===== src/rtl/uart_rx_fifo_pkg.sv =====
`default_nettype none
// +--------------------------------------------------------------------------+
// | Module  : uart_rx_fifo_pkg                                               |
// | Purpose : Shared UART constants: parity modes, receiver FSM state        |
// |           encodings and small helper functions (parity, 3-way vote).     |
// | Ports   : none (package)                                                 |
// | Revision: 1.0 - initial release                                          |
// +--------------------------------------------------------------------------+
package uart_rx_fifo_pkg;

  localparam int c_PARITY_NONE = 0;
  localparam int c_PARITY_EVEN = 1;
  localparam int c_PARITY_ODD  = 2;

  localparam logic [2:0] c_ST_IDLE   = 3'd0;
  localparam logic [2:0] c_ST_START  = 3'd1;
  localparam logic [2:0] c_ST_DATA   = 3'd2;
  localparam logic [2:0] c_ST_PARITY = 3'd3;
  localparam logic [2:0] c_ST_STOP   = 3'd4;

  // Expected parity bit for a frame. Narrow data words are zero-padded,
  // which does not change the XOR reduction.
  function automatic logic parity_bit(input logic [7:0] data, input int mode);
    logic p;
    case (mode)
      c_PARITY_EVEN: p = ^data;
      c_PARITY_ODD:  p = ~^data;
      default:       p = 1'b0;
    endcase
    return p;
  endfunction

  function automatic logic majority3(input logic a, input logic b, input logic c);
    return (a & b) | (a & c) | (b & c);
  endfunction

endpackage
`default_nettype wire


===== src/rtl/uart_rx_fifo_sync_fifo.sv =====
`default_nettype none
// +--------------------------------------------------------------------------+
// | Module  : uart_rx_fifo_sync_fifo                                         |
// | Purpose : Single-clock FIFO with first-word fall-through head output.    |
// | Ports   : clk, resetn      clock / synchronous active-low reset          |
// |           push_i, data_i   write request and data (ignored when full     |
// |                            unless a pop happens in the same cycle)       |
// |           pop_i            read request (ignored when empty)             |
// |           data_o           head entry, 0 when empty                      |
// |           full_o, empty_o  status                                        |
// |           count_o          entries held, 0..DEPTH                        |
// | Revision: 1.0 - initial release                                          |
// +--------------------------------------------------------------------------+
module uart_rx_fifo_sync_fifo #(
  parameter int WIDTH = 8,
  parameter int DEPTH = 16
) (
  input  logic                     clk,
  input  logic                     resetn,
  input  logic                     push_i,
  input  logic [WIDTH-1:0]         data_i,
  input  logic                     pop_i,
  output logic [WIDTH-1:0]         data_o,
  output logic                     full_o,
  output logic                     empty_o,
  output logic [$clog2(DEPTH):0]   count_o
);

  localparam int AW = $clog2(DEPTH);
  localparam logic [AW:0] c_DEPTH = (AW + 1)'(DEPTH);

  logic [WIDTH-1:0] mem_q [DEPTH];
  logic [AW-1:0]    wr_ptr_q, wr_ptr_d;
  logic [AW-1:0]    rd_ptr_q, rd_ptr_d;
  logic [AW:0]      count_q, count_d;
  logic             w_pop;
  logic             w_push;

  assign empty_o = (count_q == '0);
  assign full_o  = (count_q == c_DEPTH);
  assign count_o = count_q;
  assign data_o  = empty_o ? '0 : mem_q[rd_ptr_q];

  // A full FIFO can still accept a write when the head leaves in the same cycle.
  assign w_pop  = pop_i & ~empty_o;
  assign w_push = push_i & (~full_o | w_pop);

  always_comb begin
    wr_ptr_d = wr_ptr_q;
    rd_ptr_d = rd_ptr_q;
    count_d  = count_q;
    // DEPTH is a power of two, so pointers wrap by plain overflow.
    if (w_push) wr_ptr_d = wr_ptr_q + 1'b1;
    if (w_pop)  rd_ptr_d = rd_ptr_q + 1'b1;
    case ({w_push, w_pop})
      2'b10:   count_d = count_q + 1'b1;
      2'b01:   count_d = count_q - 1'b1;
      default: count_d = count_q;
    endcase
  end

  always_ff @(posedge clk) begin
    if (!resetn) begin
      wr_ptr_q <= '0;
      rd_ptr_q <= '0;
      count_q  <= '0;
    end else begin
      wr_ptr_q <= wr_ptr_d;
      rd_ptr_q <= rd_ptr_d;
      count_q  <= count_d;
    end
  end

  // Storage needs no reset: the head output is masked while empty.
  always_ff @(posedge clk) begin
    if (w_push) mem_q[wr_ptr_q] <= data_i;
  end

endmodule
`default_nettype wire


===== src/rtl/uart_rx_fifo.sv =====
`default_nettype none
// +--------------------------------------------------------------------------+
// | Module  : uart_rx_fifo                                                   |
// | Purpose : UART receiver with 3-sample majority vote, optional parity,    |
// |           sticky error flags and a first-word fall-through RX FIFO.      |
// | Ports   : clk, resetn   clock / synchronous active-low reset             |
// |           rxd           asynchronous serial input, idle high             |
// |           rd_en         pop head entry (ignored when rd_valid=0)         |
// |           rd_data       FIFO head, rd_valid  FIFO not empty              |
// |           fifo_count    entries held                                     |
// |           parity_err, frame_err, overrun, break_det   sticky flags       |
// |           clr_err       one-cycle pulse clearing the sticky flags        |
// | Revision: 1.0 - initial release                                          |
// +--------------------------------------------------------------------------+
module uart_rx_fifo
  import uart_rx_fifo_pkg::*;
#(
  parameter int CLKS_PER_BIT = 217,
  parameter int DATA_BITS    = 8,
  parameter int PARITY       = 0,
  parameter int FIFO_DEPTH   = 16
) (
  input  logic                          clk,
  input  logic                          resetn,
  input  logic                          rxd,
  input  logic                          rd_en,
  output logic [DATA_BITS-1:0]          rd_data,
  output logic                          rd_valid,
  output logic [$clog2(FIFO_DEPTH):0]   fifo_count,
  output logic                          parity_err,
  output logic                          frame_err,
  output logic                          overrun,
  output logic                          break_det,
  input  logic                          clr_err
);

  localparam int CW = $clog2(CLKS_PER_BIT);
  localparam logic [CW-1:0] c_MID      = CW'(CLKS_PER_BIT / 2);
  localparam logic [CW-1:0] c_MID_M1   = CW'(CLKS_PER_BIT / 2 - 1);
  localparam logic [CW-1:0] c_MID_P1   = CW'(CLKS_PER_BIT / 2 + 1);
  localparam logic [CW-1:0] c_CNT_LAST = CW'(CLKS_PER_BIT - 1);
  localparam logic [2:0]    c_LAST_BIT = 3'(DATA_BITS - 1);

  logic                 rx_meta_q, rxs_q, rxs_prev_q;
  logic [2:0]           state_q, state_d;
  logic [CW-1:0]        cnt_q, cnt_d;
  logic [2:0]           bit_idx_q, bit_idx_d;
  logic [DATA_BITS-1:0] shift_q, shift_d;
  logic                 vote0_q, vote0_d, vote1_q, vote1_d;
  logic                 par_bad_q, par_bad_d;
  logic                 brk_wait_q, brk_wait_d;
  logic                 push_q, push_d;
  logic [DATA_BITS-1:0] push_data_q;
  logic                 parity_err_q, frame_err_q, overrun_q, break_det_q;

  logic                 w_vote, w_decide;
  logic                 w_set_par, w_set_frm, w_set_brk, w_set_ovr;
  logic [7:0]           w_data8;
  logic                 w_full, w_empty, w_pop, w_fifo_push;

  assign w_vote   = majority3(vote0_q, vote1_q, rxs_q);
  assign w_decide = (cnt_q == c_MID_P1);

  always_comb begin
    w_data8                = '0;
    w_data8[DATA_BITS-1:0] = shift_q;
  end

  always_comb begin
    state_d    = state_q;
    cnt_d      = cnt_q;
    bit_idx_d  = bit_idx_q;
    shift_d    = shift_q;
    vote0_d    = vote0_q;
    vote1_d    = vote1_q;
    par_bad_d  = par_bad_q;
    brk_wait_d = brk_wait_q;
    push_d     = 1'b0;
    w_set_par  = 1'b0;
    w_set_frm  = 1'b0;
    w_set_brk  = 1'b0;

    // Free-running bit-period counter while a frame is in progress; every
    // bit is decided at the same count, one period apart.
    if (state_q != c_ST_IDLE) begin
      cnt_d = (cnt_q == c_CNT_LAST) ? '0 : cnt_q + 1'b1;
      if (cnt_q == c_MID_M1) vote0_d = rxs_q;
      if (cnt_q == c_MID)    vote1_d = rxs_q;
    end

    case (state_q)
      c_ST_IDLE: begin
        // After a break, the line must return high before a new start counts.
        if (brk_wait_q) begin
          if (rxs_q) brk_wait_d = 1'b0;
        end else if (!rxs_q && rxs_prev_q) begin
          state_d = c_ST_START;
          cnt_d   = '0;
        end
      end
      c_ST_START: begin
        if (w_decide) begin
          state_d   = w_vote ? c_ST_IDLE : c_ST_DATA;
          bit_idx_d = '0;
          par_bad_d = 1'b0;
        end
      end
      c_ST_DATA: begin
        if (w_decide) begin
          shift_d   = {w_vote, shift_q[DATA_BITS-1:1]};
          bit_idx_d = bit_idx_q + 1'b1;
          if (bit_idx_q == c_LAST_BIT)
            state_d = (PARITY != c_PARITY_NONE) ? c_ST_PARITY : c_ST_STOP;
        end
      end
      c_ST_PARITY: begin
        if (w_decide) begin
          par_bad_d = (w_vote != parity_bit(w_data8, PARITY));
          state_d   = c_ST_STOP;
        end
      end
      c_ST_STOP: begin
        // Decide at mid-bit and rearm immediately for half a bit of resync slack.
        if (w_decide) begin
          state_d = c_ST_IDLE;
          if (w_vote) begin
            push_d    = 1'b1;
            w_set_par = par_bad_q;
          end else if (shift_q == '0) begin
            w_set_brk  = 1'b1;
            brk_wait_d = 1'b1;
          end else begin
            w_set_frm = 1'b1;
          end
        end
      end
      default: state_d = c_ST_IDLE;
    endcase
  end

  // Byte is lost only when the FIFO is full and the head is not leaving.
  assign w_set_ovr   = push_q & w_full & ~rd_en;
  assign w_pop       = rd_en & ~w_empty;
  assign w_fifo_push = push_q & (~w_full | w_pop);

  always_ff @(posedge clk) begin
    if (!resetn) begin
      rx_meta_q    <= 1'b1;
      rxs_q        <= 1'b1;
      rxs_prev_q   <= 1'b1;
      state_q      <= c_ST_IDLE;
      cnt_q        <= '0;
      bit_idx_q    <= '0;
      shift_q      <= '0;
      vote0_q      <= 1'b1;
      vote1_q      <= 1'b1;
      par_bad_q    <= 1'b0;
      brk_wait_q   <= 1'b0;
      push_q       <= 1'b0;
      push_data_q  <= '0;
      parity_err_q <= 1'b0;
      frame_err_q  <= 1'b0;
      overrun_q    <= 1'b0;
      break_det_q  <= 1'b0;
    end else begin
      rx_meta_q    <= rxd;
      rxs_q        <= rx_meta_q;
      rxs_prev_q   <= rxs_q;
      state_q      <= state_d;
      cnt_q        <= cnt_d;
      bit_idx_q    <= bit_idx_d;
      shift_q      <= shift_d;
      vote0_q      <= vote0_d;
      vote1_q      <= vote1_d;
      par_bad_q    <= par_bad_d;
      brk_wait_q   <= brk_wait_d;
      push_q       <= push_d;
      push_data_q  <= shift_d;
      // A new event wins over a simultaneous clear.
      parity_err_q <= w_set_par | (parity_err_q & ~clr_err);
      frame_err_q  <= w_set_frm | (frame_err_q  & ~clr_err);
      overrun_q    <= w_set_ovr | (overrun_q    & ~clr_err);
      break_det_q  <= w_set_brk | (break_det_q  & ~clr_err);
    end
  end

  uart_rx_fifo_sync_fifo #(
    .WIDTH (DATA_BITS),
    .DEPTH (FIFO_DEPTH)
  ) u_fifo (
    .clk     (clk),
    .resetn  (resetn),
    .push_i  (w_fifo_push),
    .data_i  (push_data_q),
    .pop_i   (w_pop),
    .data_o  (rd_data),
    .full_o  (w_full),
    .empty_o (w_empty),
    .count_o (fifo_count)
  );

  assign rd_valid   = ~w_empty;
  assign parity_err = parity_err_q;
  assign frame_err  = frame_err_q;
  assign overrun    = overrun_q;
  assign break_det  = break_det_q;

endmodule
`default_nettype wire


===== config.mk =====
export PLATFORM = sky130hd
export DESIGN_NAME = uart_rx_fifo
export DESIGN_NICKNAME = d
export VERILOG_FILES = /design/src/rtl/uart_rx_fifo_pkg.sv /design/src/rtl/uart_rx_fifo_sync_fifo.sv /design/src/rtl/uart_rx_fifo.sv
export SDC_FILE = /design/constraint.sdc
export NUM_CORES = 1
export LEC_CHECK = 0
export CAP_MARGIN = 40
export CELL_PAD_IN_SITES_DETAIL_PLACEMENT = 1
export CELL_PAD_IN_SITES_GLOBAL_PLACEMENT = 2
export CORE_MARGIN = 2
export CORE_UTILIZATION = 40
export CTS_CLUSTER_DIAMETER = 30
export DETAILED_ROUTE_END_ITERATION = 10
export PLACE_DENSITY = 0.7
export SLEW_MARGIN = 20
export SYNTH_ARGS = -nofsm -noshare
export SYNTH_HDL_FRONTEND = slang
export SYNTH_HIERARCHICAL = 1
export SYNTH_SLANG_ARGS = --single-unit

===== constraint.sdc =====
create_clock -name clk -period 4.53 [get_ports clk]
set_input_delay 0.453 -clock clk [delete_from_list [all_inputs] [get_ports clk]]
set_output_delay 0.453 -clock clk [all_outputs]
set_load 0.005 [all_outputs]

==> impl_metrics.json <==
{
  "fin_skew_ns": 0.0102,
  "overflow": 0,
  "cts.clk_slew.worst_paths_ns": 0.07,
  "final_max_slew_viol_count": 0,
  "nNetsFinal": 548,
  "cts_hold_buf": 0,
  "ys_seq_elements": 179,
  "drv_cap": 0,
  "die_w_um": 142,
  "die_area_um2": 20300,
  "h-tree-depth": 4,
  "initial_core_util_pct": 40.8,
  "clkSinkCount": 179,
  "grt_pass1_vias": 4527,
  "wl_per_cell_um": 20.9,
  "multi_input_area_um2": 2570,
  "critical-path-max-stage-delay_ns": 0.79,
  "power.density_nw_per_um2": 375,
  "seq_area_um2": 4870,
  "num_io_pins": 23,
  "syn-num-nets": 532,
  "drive_gt1_share_pct": 14.8,
  "globalplace.congestion": 0.783,
  "finalSetupTns_ns": 0,
  "viasPerCell": 5.51,
  "synth_edf_count": 128,
  "hold_start": "rx_meta_q",
  "drtIter0Drc": 192,
  "antennaDiodeCount": 0,
  "ant_nets": 0,
  "post_dp_cell_area_um2": 8030,
  "rsz0062_at_grt": "false",
  "synth_cells": 513,
  "peakVddDrop_uv": 238,
  "area_delta_synth_final_pct": 13.0,
  "fmaxAchievable_ghz": 0.247,
  "seq_area_frac_synth_pct": 63.6,
  "rows": 50,
  "post_cts_buffers": 0,
  "worstMarginPinSlew_ns": 0.764,
  "setup_violations": 0,
  "cts_buffers": 17,
  "async_flop_share_pct": 0,
  "vias": 4278,
  "cp-end-kind": "flip-flop",
  "crit_buf_inv": 1,
  "slew_headroom_pct": 49.0,
  "routed_wl_mm": 16.2,
  "die-height_um": 142,
  "synthFlopType": "edfxtp_1",
  "fillers": 1830,
  "portBuffers": 22,
  "cts-resized-gates": 0,
  "ys_types": 61,
  "cts_root_buf": "clkbuf_16",
  "place_inst": 743,
  "p_leak_nw": 2.82,
  "syn-cell-area_um2": 7650,
  "yosys_warnings": 6,
  "grt_pass1_wl_mm": 26.1,
  "drc": 0,
  "min_period_over_period_pct": 89.5,
  "path_max_fanout": 11,
  "synth.avg_cell_area_um2": 14.9,
  "hpwl_mm": 10.6,
  "worstPathCellList": "or4_1 > nor2_2 > nor2b_1 > o21a_1 > nor2b_1 > o21ai_4 > inv_2 > ha_1 > nand2b_1 > a21oi_1 > or4_1 > nand4_1",
  "coreArea_um2": 18800,
  "crit_slowest_cell": "or4_1",
  "start_kind": "flip-flop",
  "outcome": "completed",
  "rrSetupSlack_ns": 0.47,
  "cp.arrival_ns": 4.42,
  "cts_tree": "yes",
  "p_total_mw": 3.25,
  "layout.cells.non_filler": 776,
  "track_usage_pct": 17.2,
  "crit_type": "reg2reg",
  "rr_startpoint": "u_fifo/count_o[0]",
  "cp-startpoint": "u_fifo/count_o[0]",
  "firstDrtPassIters": 4,
  "grt_max_degree": 37,
  "crit_required_ns": 4.89,
  "crit_family": "simple AND/OR/NAND/NOR gates",
  "min_period_ns": 4.06,
  "clk_latency_ns": 0.42,
  "grt_antenna_before_repair": 0,
  "final_area_um2": 8650,
  "clockBufferDepth": 2,
  "hold_path.class": "reg2reg",
  "hold_viol": 0
}
where the power goes:
| part | internal, mW | switching, mW |
|---|---|---|
| Clock | 0.829 | 0.648 |
| Combinational | 0.0125 | 0.0202 |
| Sequential | 1.73 | 0.00313 |
| Total | 2.57 | 0.672 |
cells in the mapped netlist, types with 2 or more instances:
| cell type | n | share of area (%) |
|---|---|---|
| nor4_1 | 4 | 0.33 |
| dfxtp_1 | 51 | 13 |
| nand3b_1 | 5 | 0.49 |
| buf_4 | 4 | 0.39 |
| nand2b_1 | 11 | 0.90 |
| o21ai_0 | 8 | 0.52 |
| o31ai_1 | 3 | 0.29 |
| xnor2_1 | 5 | 0.57 |
| and3_1 | 5 | 0.41 |
| mux2i_1 | 28 | 3.7 |
| nor2b_1 | 13 | 1.1 |
| and2_1 | 19 | 1.6 |
| nor3b_1 | 2 | 0.20 |
| nand2_1 | 22 | 1.1 |
| nand4_1 | 5 | 0.41 |
| inv_1 | 11 | 0.54 |
| nand3_1 | 10 | 0.65 |
| a21oi_1 | 11 | 0.72 |
| edfxtp_1 | 128 | 50 |
| o21a_1 | 5 | 0.49 |
| o211ai_1 | 3 | 0.29 |
| nand4b_1 | 3 | 0.34 |
| o21ai_1 | 2 | 0.13 |
| buf_6 | 4 | 0.59 |
| a211oi_1 | 17 | 1.7 |
| clkbuf_1 | 11 | 0.54 |
| ha_1 | 13 | 2.1 |
| o21ai_4 | 3 | 0.64 |
| mux4_2 | 32 | 9.4 |
| buf_2 | 11 | 0.72 |
| or4_1 | 3 | 0.29 |
| nor2_1 | 26 | 1.3 |
| nor3_1 | 6 | 0.39 |
| a21boi_0 | 2 | 0.20 |
metrics by stage:
| step | util [%] | hold WS, ns | setup slack [ns] |
|---|---|---|---|
| CTS | 46.0 | 0.467 | 0.472 |
| detailed placement | 42.8 | 0.449 | 0.489 |
| finish | 46.1 | 0.462 | 0.474 |
| floorplan | - | 0.386 | 1.31 |
| global route | 46.1 | 0.485 | 0.190 |
| global placement | 42.8 | 0.440 | 0.691 |
flip-flops by register name, summed over array words and instances (netlist names), 3 cells and up, named ones only:
register	flops
bit_idx_q	3
cnt_q	8
push_data_q	8
state_q	3
u_fifo/count_o	5
u_fifo/mem_q	128
u_fifo/rd_ptr_q	4
u_fifo/wr_ptr_q	4
cell families after synthesis:
| kind of cell | Yosys count | share of synthesized area (%) |
|---|---|---|
| buffers and inverters | 42 | 2.83 |
| DFF | 179 | 63.6 |
| AOI/OAI and AO/OA | 67 | 6.65 |
| and+or+nand+nor | 145 | 10.8 |
| adders and majority gates | 15 | 2.53 |
| muxes | 60 | 13.1 |
| xor gates and xnor gates | 5 | 0.572 |
worst reg2reg max path, cell delays in order, from the launching register on:
cell and delay [ns]:
dfxtp_1 0.36, or4_1 0.79, nor2_2 0.51, nor2b_1 0.31
o21a_1 0.39, nor2b_1 0.25, o21ai_4 0.10, inv_2 0.13
ha_1 0.28, nand2b_1 0.12, a21oi_1 0.13, or4_1 0.53
nand4_1 0.10
cell type report:
type,instances,area share (%)
inverters,12,0.521
multi-input cells,292,29.7
repair buffers,27,3.07
flip-flops and latches,179,56.3
clock buffers,17,4.92
clock inverters,15,2.08
well taps,234,3.39
routing by layer:
metal | vias to the layer above | part of all wire [%] | GRT usage (%)
met5 | - | 0 | 0
met1 | 2194 | 47 | 22.6
met3 | 16 | 2.5 | 3.33
li1 | 1998 | - | -
met2 | 70 | 50 | 29.1
met4 | 0 | 1.3 | 4.85
cells in the final DEF, fill, tap and decap left out, types with 6 or more instances in the layout:
master	synthesis	layout
edfxtp_1	128	128
dfxtp_1	51	50
mux4_2	32	32
mux2i_1	28	28
nor2_1	26	26
nand2_1	22	22
clkdlybuf4s50_1	0	22
and2_1	19	19
clkbuf_16	0	17
a211oi_1	17	17
nor2b_1	13	13
ha_1	13	13
inv_1	11	11
nand2b_1	11	11
a21oi_1	11	11
nand3_1	10	10
o21ai_0	8	8
nor3_1	6	6
worst paths after layout:
path,end,depth (start not counted)
setup / recovery,u_fifo/count_o[4],12
hold reg to reg,rxs_q,1
setup reg to reg,u_fifo/count_o[4],12
hold / removal,rxs_q,1
No activity file was read; power rests on OpenSTA's default activity.
